`config.mk`:
```
export PLATFORM = sky130hd
export DESIGN_NAME = adc_lvds_ser_gen
export DESIGN_NICKNAME = d
export VERILOG_FILES = /design/src/rtl/adc_lvds_ser_gen.sv
export SDC_FILE = /design/constraint.sdc
export NUM_CORES = 1
export LEC_CHECK = 0
export ABC_AREA = 1
export ABC_CLOCK_PERIOD_IN_PS = 3700
export BUFFER_PORTS_ARGS = -buffer_cell sky130_fd_sc_hd__clkbuf_2
export CORE_ASPECT_RATIO = 0.5
export CORE_UTILIZATION = 50
export CTS_BUF_LIST = sky130_fd_sc_hd__clkbuf_4 sky130_fd_sc_hd__clkbuf_8 sky130_fd_sc_hd__clkbuf_16
export DETAILED_ROUTE_END_ITERATION = 8
export MAX_ROUTING_LAYER = met4
export PLACE_DENSITY = 0.72
export RECOVER_POWER = 25
export SLEW_MARGIN = 20
export SYNTH_ARGS = -nofsm -noshare
export SYNTH_HDL_FRONTEND = slang
export SYNTH_SLANG_ARGS = --single-unit
```
`constraint.sdc`:
```
create_clock -name CLK -period 3.7 [get_ports CLK]
set_input_delay 0.185 -clock CLK [delete_from_list [all_inputs] [get_ports CLK]]
set_output_delay 0.185 -clock CLK [all_outputs]
set_load 0.005 [all_outputs]
```
`src/rtl/adc_lvds_ser_gen.sv`:
```
// adc_lvds_ser_gen: multi-channel serial-LVDS ADC source model.
// Each channel's BITS-wide sample is shifted out on the bit clock CLK. The
// frame clock FCO and the load strobe come from a frame counter that an
// ENC_SYNC rising edge realigns.
module adc_lvds_ser_gen #(
   parameter int unsigned CHANNELS  = 4,
   parameter int unsigned BITS      = 14,
   parameter int unsigned FRAME     = 16,
   parameter int unsigned LOAD_AT   = FRAME / 2 - 1,
   parameter int unsigned SYNC_DLY  = 0,
   parameter int unsigned MSB_FIRST = 1
) (
   input  logic                       CLK,
   input  logic                       RST,
   input  logic                       ENC_SYNC,
   input  logic                       EN,
   input  logic [1:0]                 MODE,
   input  logic [CHANNELS*BITS-1:0]   DATA_IN,
   output logic [CHANNELS-1:0]        DATA_OUT,
   output logic                       FCO,
   output logic                       LOAD,
   output logic [15:0]                FRAME_CNT
);

   localparam int unsigned CW = (FRAME > 1) ? $clog2(FRAME) : 1;

   // Reject frame geometries that cannot hold a whole sample or split evenly into FCO halves
   if ((FRAME < BITS) || ((FRAME % 2) != 0)) begin : g_param_check
      $error("adc_lvds_ser_gen: FRAME must be even and >= BITS");
   end

   // Alternating test word with its MSB set, e.g. 14'h2AAA for BITS=14
   function automatic logic [BITS-1:0] alt_pattern();
      logic [BITS-1:0] p;
      p = '0;
      for (int unsigned i = 0; i < BITS; i++) begin
         p[i] = (((BITS - 1 - i) % 2) == 0);
      end
      return p;
   endfunction

   localparam logic [BITS-1:0] ALT = alt_pattern();

   logic [CW-1:0]   cnt;
   logic [1:0]      sync_s;
   logic            sync_edge;
   logic [BITS-1:0] ramp;

   assign sync_edge = sync_s[0] & ~sync_s[1];
   assign FCO       = (cnt >= CW'(FRAME / 2));
   assign LOAD      = (cnt == CW'(LOAD_AT));

   // Encode-clock synchroniser: two flops, rising edge taken from the pair
   always_ff @(posedge CLK or posedge RST) begin
      if (RST) sync_s <= '0;
      else     sync_s <= {sync_s[0], ENC_SYNC};
   end

   // Frame phase counter; a sync edge forces the trim phase instead of counting
   always_ff @(posedge CLK or posedge RST) begin
      if (RST)                        cnt <= '0;
      else if (sync_edge)             cnt <= CW'(SYNC_DLY);
      else if (cnt == CW'(FRAME - 1)) cnt <= '0;
      else                            cnt <= cnt + 1'b1;
   end

   // Ramp generator and load counter, both advanced only on load cycles
   always_ff @(posedge CLK or posedge RST) begin
      if (RST) begin
         ramp      <= '0;
         FRAME_CNT <= '0;
      end else if (LOAD) begin
         FRAME_CNT <= FRAME_CNT + 16'd1;
         if (MODE == 2'b10) ramp <= ramp + 1'b1;
      end
   end

   for (genvar c = 0; c < CHANNELS; c++) begin : g_ch
      logic [BITS-1:0] src;
      logic [BITS-1:0] sr;

      // Word to load for this lane, chosen by enable and test mode
      always_comb begin
         src = '0;
         if (EN) begin
            case (MODE)
               2'b00:   src = DATA_IN[c*BITS +: BITS];
               2'b01:   src = ((c % 2) == 1) ? ~ALT : ALT;
               2'b10:   src = ramp + BITS'(c);
               default: src = '1;
            endcase
         end
      end

      // Lane shift register: parallel load on LOAD, otherwise shift zeros in behind the data
      always_ff @(posedge CLK or posedge RST) begin
         if (RST)                 sr <= '0;
         else if (LOAD)           sr <= src;
         else if (MSB_FIRST != 0) sr <= {sr[BITS-2:0], 1'b0};
         else                     sr <= {1'b0, sr[BITS-1:1]};
      end

      assign DATA_OUT[c] = (MSB_FIRST != 0) ? sr[BITS-1] : sr[0];
   end

endmodule

```
Word-level counts from Yosys, hierarchy flattened
Index checks and enable logic that the tools add are counted.
{"block": "totals", "in_bits": 62, "reg_bits": 92, "word_cells": 36}
{"block": "classes", "n_reduce_logical": 2, "bitwise_logic": 2, "n_addsub": 5, "n_eq_ne": 4, "n_mux": 14, "n_lt_le_gt_ge": 1}
{"cell": "$pmux 14 s3", "n": 4}
{"cell": "$mux 14", "n": 8}
{"cell": "$add 14x2->14 const B", "n": 2}
{"cell": "$add 16x1->16 const B", "n": 1}
{"cell": "$add 14x1->14 const B", "n": 1}
{"cell": "$mux 4", "n": 2}
{"cell": "$add 4x1->4 const B", "n": 1}
{"cell": "$eq 4x3->1 const B", "n": 1}
{"cell": "$eq 4x4->1 const B", "n": 1}
{"cell": "$ge 4x4->1 const B", "n": 1}
{"cell": "$eq 2x1->1 const B", "n": 1}
{"cell": "$eq 2x2->1 const B", "n": 1}
{"cell": "$logic_not 2->1", "n": 1}
{"cell": "$reduce_and 2->1", "n": 1}
{"cell": "$and 1x1->1", "n": 1}
{"cell": "$not 1->1", "n": 1}

Logic depth before layout (Yosys ltp)
{"block": "logic_depth", "depth_word": 4, "ltp_mapped": 10, "ltp_nobuf": 10}

Worst setup path before layout
OpenSTA, ideal clock, no wires.
{"block": "synth_path", "path_type": "reg-to-reg", "from": "reg cnt[0]", "to": "reg g_ch[2].sr[2]", "arrival_ns": 1.336, "path_slack_ns": 2.243, "path_stages_with_launch": 8, "t_required_ns": 3.579, "cell_sequence": "dfrtp_1 ha_1 nand2_2 nor2_4 nand2_2 clkinv_1 buf_4 a22o_1"}
{"block": "synth_via", "elab_chain_cells": 2}
{"element": "start: declaration", "line_no": "44", "source": "logic [CW-1:0] cnt;"}
{"element": "start signal: assignment", "line_no": "62", "source": "else if (sync_edge) cnt <= CW'(SYNC_DLY);"}
{"element": "start signal: assignment", "line_no": "64", "source": "else cnt <= cnt + 1'b1;"}
{"element": "$eq 4x3->1", "line_no": "51", "source": "assign LOAD = (cnt == CW'(LOAD_AT));"}
{"element": "via LOAD", "line_no": "21", "source": "output logic LOAD,"}
{"element": "$mux 14", "line_no": "98", "source": "else if (LOAD) sr <= src;"}
{"element": "end signal: assignment", "line_no": "98"}
{"element": "end signal: assignment", "line_no": "99", "source": "else if (MSB_FIRST != 0) sr <= {sr[BITS-2:0], 1'b0};"}
{"element": "end signal: assignment", "line_no": "100", "source": "else sr <= {1'b0, sr[BITS-1:1]};"}
{"element": "end: declaration", "line_no": "80", "source": "logic [BITS-1:0] sr;"}
The timed path passes the listed nets, and every way through them passes these cells.
A chain may end at the register's enable or synchronous reset.

Worst setup path after layout
{"block": "layout_path", "from": "reg cnt[0]", "to": "reg ramp[7]"}
{"block": "layout_via", "elab_chain_cells": 2}
{"element": "$eq 4x3->1", "line_no": "51"}
{"element": "$reduce_and 2->1 (no line)"}
{"element": "end signal: assignment", "line_no": "74", "source": "if (MODE == 2'b10) ramp <= ramp + 1'b1;"}
{"element": "end: declaration", "line_no": "47", "source": "logic [BITS-1:0] ramp;"}
Every way passes these cells.

==> results_dict.tcl <==
set metrics [dict create \
    hpwlAfterDp_um 9360 \
    hold_depth 3 \
    final-seq-area_mm2 0.00230 \
    worstPathRequired_ns 3.89 \
    wl_per_cell_um 15.3 \
    vias_per_cell 5.33 \
    ioPinCount 84 \
    num_rows 25 \
    synth_top_cell_by_area "dfrtp_1" \
    synth_top_family_by_area "simple AND/OR/NAND/NOR gates" \
    path_depth 7 \
    hold_violations 0 \
    end_kind "flip-flop" \
    crit_path_cell_trace "ha_1 > nand2_2 > inv_2 > nand2_2 > buf_4 > nor2_4 > o21ai_0" \
    reg2reg_depth 7 \
    synth_cells 636 \
    yosys_warnings 0 \
    powerDensity_mw_per_mm2 641 \
    synthXorXnorAreaFrac 0.0435 \
    dpl-instance-area_mm2 0.00547 \
    cts.sinks 92 \
    post-route-period-util 0.606 \
    drc 0 \
    setup_viol 0 \
    multiInputGateArea_mm2 0.00234 \
    synth_area_mm2 0.00504 \
    first_pass_iters 5 \
    startpoint_type "flip-flop" \
    grt_overflow 0 \
    arrival_ns 2.43 \
    cts-buffers-inserted 9 \
    drv_slew 58 \
    synthAdderAreaFrac 0.0174 \
    skew_ns 0.00504 \
    power.total_w 0.00371 \
    cp_top_family "simple AND/OR/NAND/NOR gates" \
    die_width_um 144 \
    dieArea_mm2 0.0105 \
    fmax_mhz 446 \
    crit_slowest_cell "nor2_4" \
    hold_class "in -> reg" \
    synth.area.top_cells "dfrtp_1 (46%), nand2_1 (13%), o21ai_0 (5.4%)" \
    wl_um 13000 \
    cts_tree "built" \
    min_period_ns 2.24 \
    numPortBuffers 83 \
    clkTransAtPathRegs_ns 0.06 \
    max_stage_delay_ns 0.44 \
    syn2layout_area_growth_pct 14.9 \
    relSlewSlack -0.686 \
    outcome "complete, but fails checks" \
    gp_congestion 0.891 \
    ys_seq_area_frac 0.457 \
    antenna_found_initial 0 \
    synthesis.nets 705 \
    cpMostUsedCell "nand2_2" \
    cts_buffer_depth 2 \
    initial_core_util 0.525 \
    cellLeakagePower_nw 2.95 \
    ys_ff_latch 92 \
    core_area_mm2 0.00960 \
    drt-initial-drc-count 411 \
    ir_worst_vdd_mv 0.327 \
    track_usage 0.282 \
    grt_pass1_vias 4235 \
    htree_levels 3 \
    worst_pin_slew_ns 2.52 \
    fillCellCount 884 \
    final_cell_mix "nand2_1 (175), dfrtp_1 (92), clkbuf_2 (82)" \
    die_h_um 73.0 \
    cp_max_fo 29 \
    postCtsSetupRepairBufs 0 \
    yosysTopAreaCellShare 0.457 \
    grt_max_degree 58 \
    criticalPathCategory "reg -> reg" \
    root_buffer "clkbuf_16" \
    yosys.area_share.simple 0.274 \
    synth_compound_area_frac 0.128 \
    fin_tns_setup_ns 0 \
    post_cts_resized 0 \
    violations "max-capacitance violations, max-slew violations" \
    cap_violations 1 \
    finalInstanceArea_mm2 0.00579 \
    rsz0062_at_grt "false" \
    grt_pass1_wl_um 21300 \
    synth.area.mux_share 0 \
    layout_commonest_cell "nand2_1" \
    num_antenna_cells 0 \
    vias 4497 \
    synth_area_per_cell_um2 7.92 \
    yosysUniqueCellTypes 37 \
    nets 773 \
    ant_nets 0 \
    crit_buf_inv 2 \
    drive_above_1_share 0.188 \
    clk_latency_ns 0.34 \
]
[worst register-to-register path, delay by kind of cell, from the launching register on]
kind,cells,cell delay [ns]
and+or+nand+nor,3,0.89
buffers and inverters,2,0.43
adders and majority gates,1,0.20
AOI/OAI and AO/OA,1,0.18
DFF,1,0.39
[through the flow]
stage | setup WS (ns) | hold WS, ns | instances | util
floorplan | 1.12 | 0.216 | 636 | -
global placement | 1.58 | 0.297 | 827 | 0.569
detailed placement | 1.48 | 0.295 | 827 | 0.569
CTS | 1.46 | 0.0537 | 844 | 0.603
global route | 1.27 | 0.0763 | 844 | 0.603
finish | 1.46 | 0.0648 | 844 | 0.603
[metal layers]
layer,up-vias,part of all wire,GRT usage
met4,0,0.013,0.0709
met3,16,0.067,0.0551
met2,154,0.45,0.437
met5,-,0,-
met1,2135,0.47,0.383
li1,2192,-,-
[kinds of logic after synthesis]
kind of cell | after synthesis
fa+ha+maj | 7
buf+inv | 84
compound gates | 119
flops | 92
xor+xnor | 25
simple gates | 309
[area by class of cell]
cell class	count	share of cell area
multi-input cells	460	0.404
inverters	50	0.0331
well taps	135	0.0292
repair buffers	91	0.0824
clock buffers	11	0.0437
flip-flops and latches	92	0.398
clock inverters	5	0.0102
[power breakdown]
group	leakage (nW)	internal, W	switching [W]
Sequential	1.22	0.00128	0.000254
Combinational	1.58	0.000412	0.000811
Clock	0.148	0.000562	0.000391
Total	2.95	0.00226	0.00146
[repair_timing]
item	in CTS	in global routing
endpoints found under the hold margin	1	0
endpoints found under the setup margin	0	0
hold buffers	1	0
[flip-flops by register name, summed over array words and instances, names as in the netlist]
signal,cells
cnt,4
sync_s,2
g_ch.sr,56
ramp,14
FRAME_CNT,16
[synth_stat cells (all sizes together)]
master    n
ha        7
a22o      1
xnor2     4
nand4    10
nor2     73
nand2   184
xor2     21
inv      49
nor3b     1
buf      29
o31ai     1
clkbuf    5
nand3    37
o211ai    3
a31oi     2
nor3      4
o22ai     8
a21o      4
o221ai    2
a211oi    1
a21oi    34
clkinv    1
o21ai    63
dfrtp    92
[final timing paths]
path | from | end | slack, ns
worst max-delay path | cnt[0] | ramp[7] | 1.46
worst min-delay path | DATA_IN[28] | g_ch[2].sr[0] | 0.06
worst max register to register | cnt[0] | ramp[7] | 1.46
worst min register to register | sync_s[0] | sync_s[1] | 0.38
max in group asynchronous | RST | g_ch[3].sr[13] | 2.01
min in group asynchronous | RST | FRAME_CNT[2] | 0.51
(Power assumes the default switching activity.)
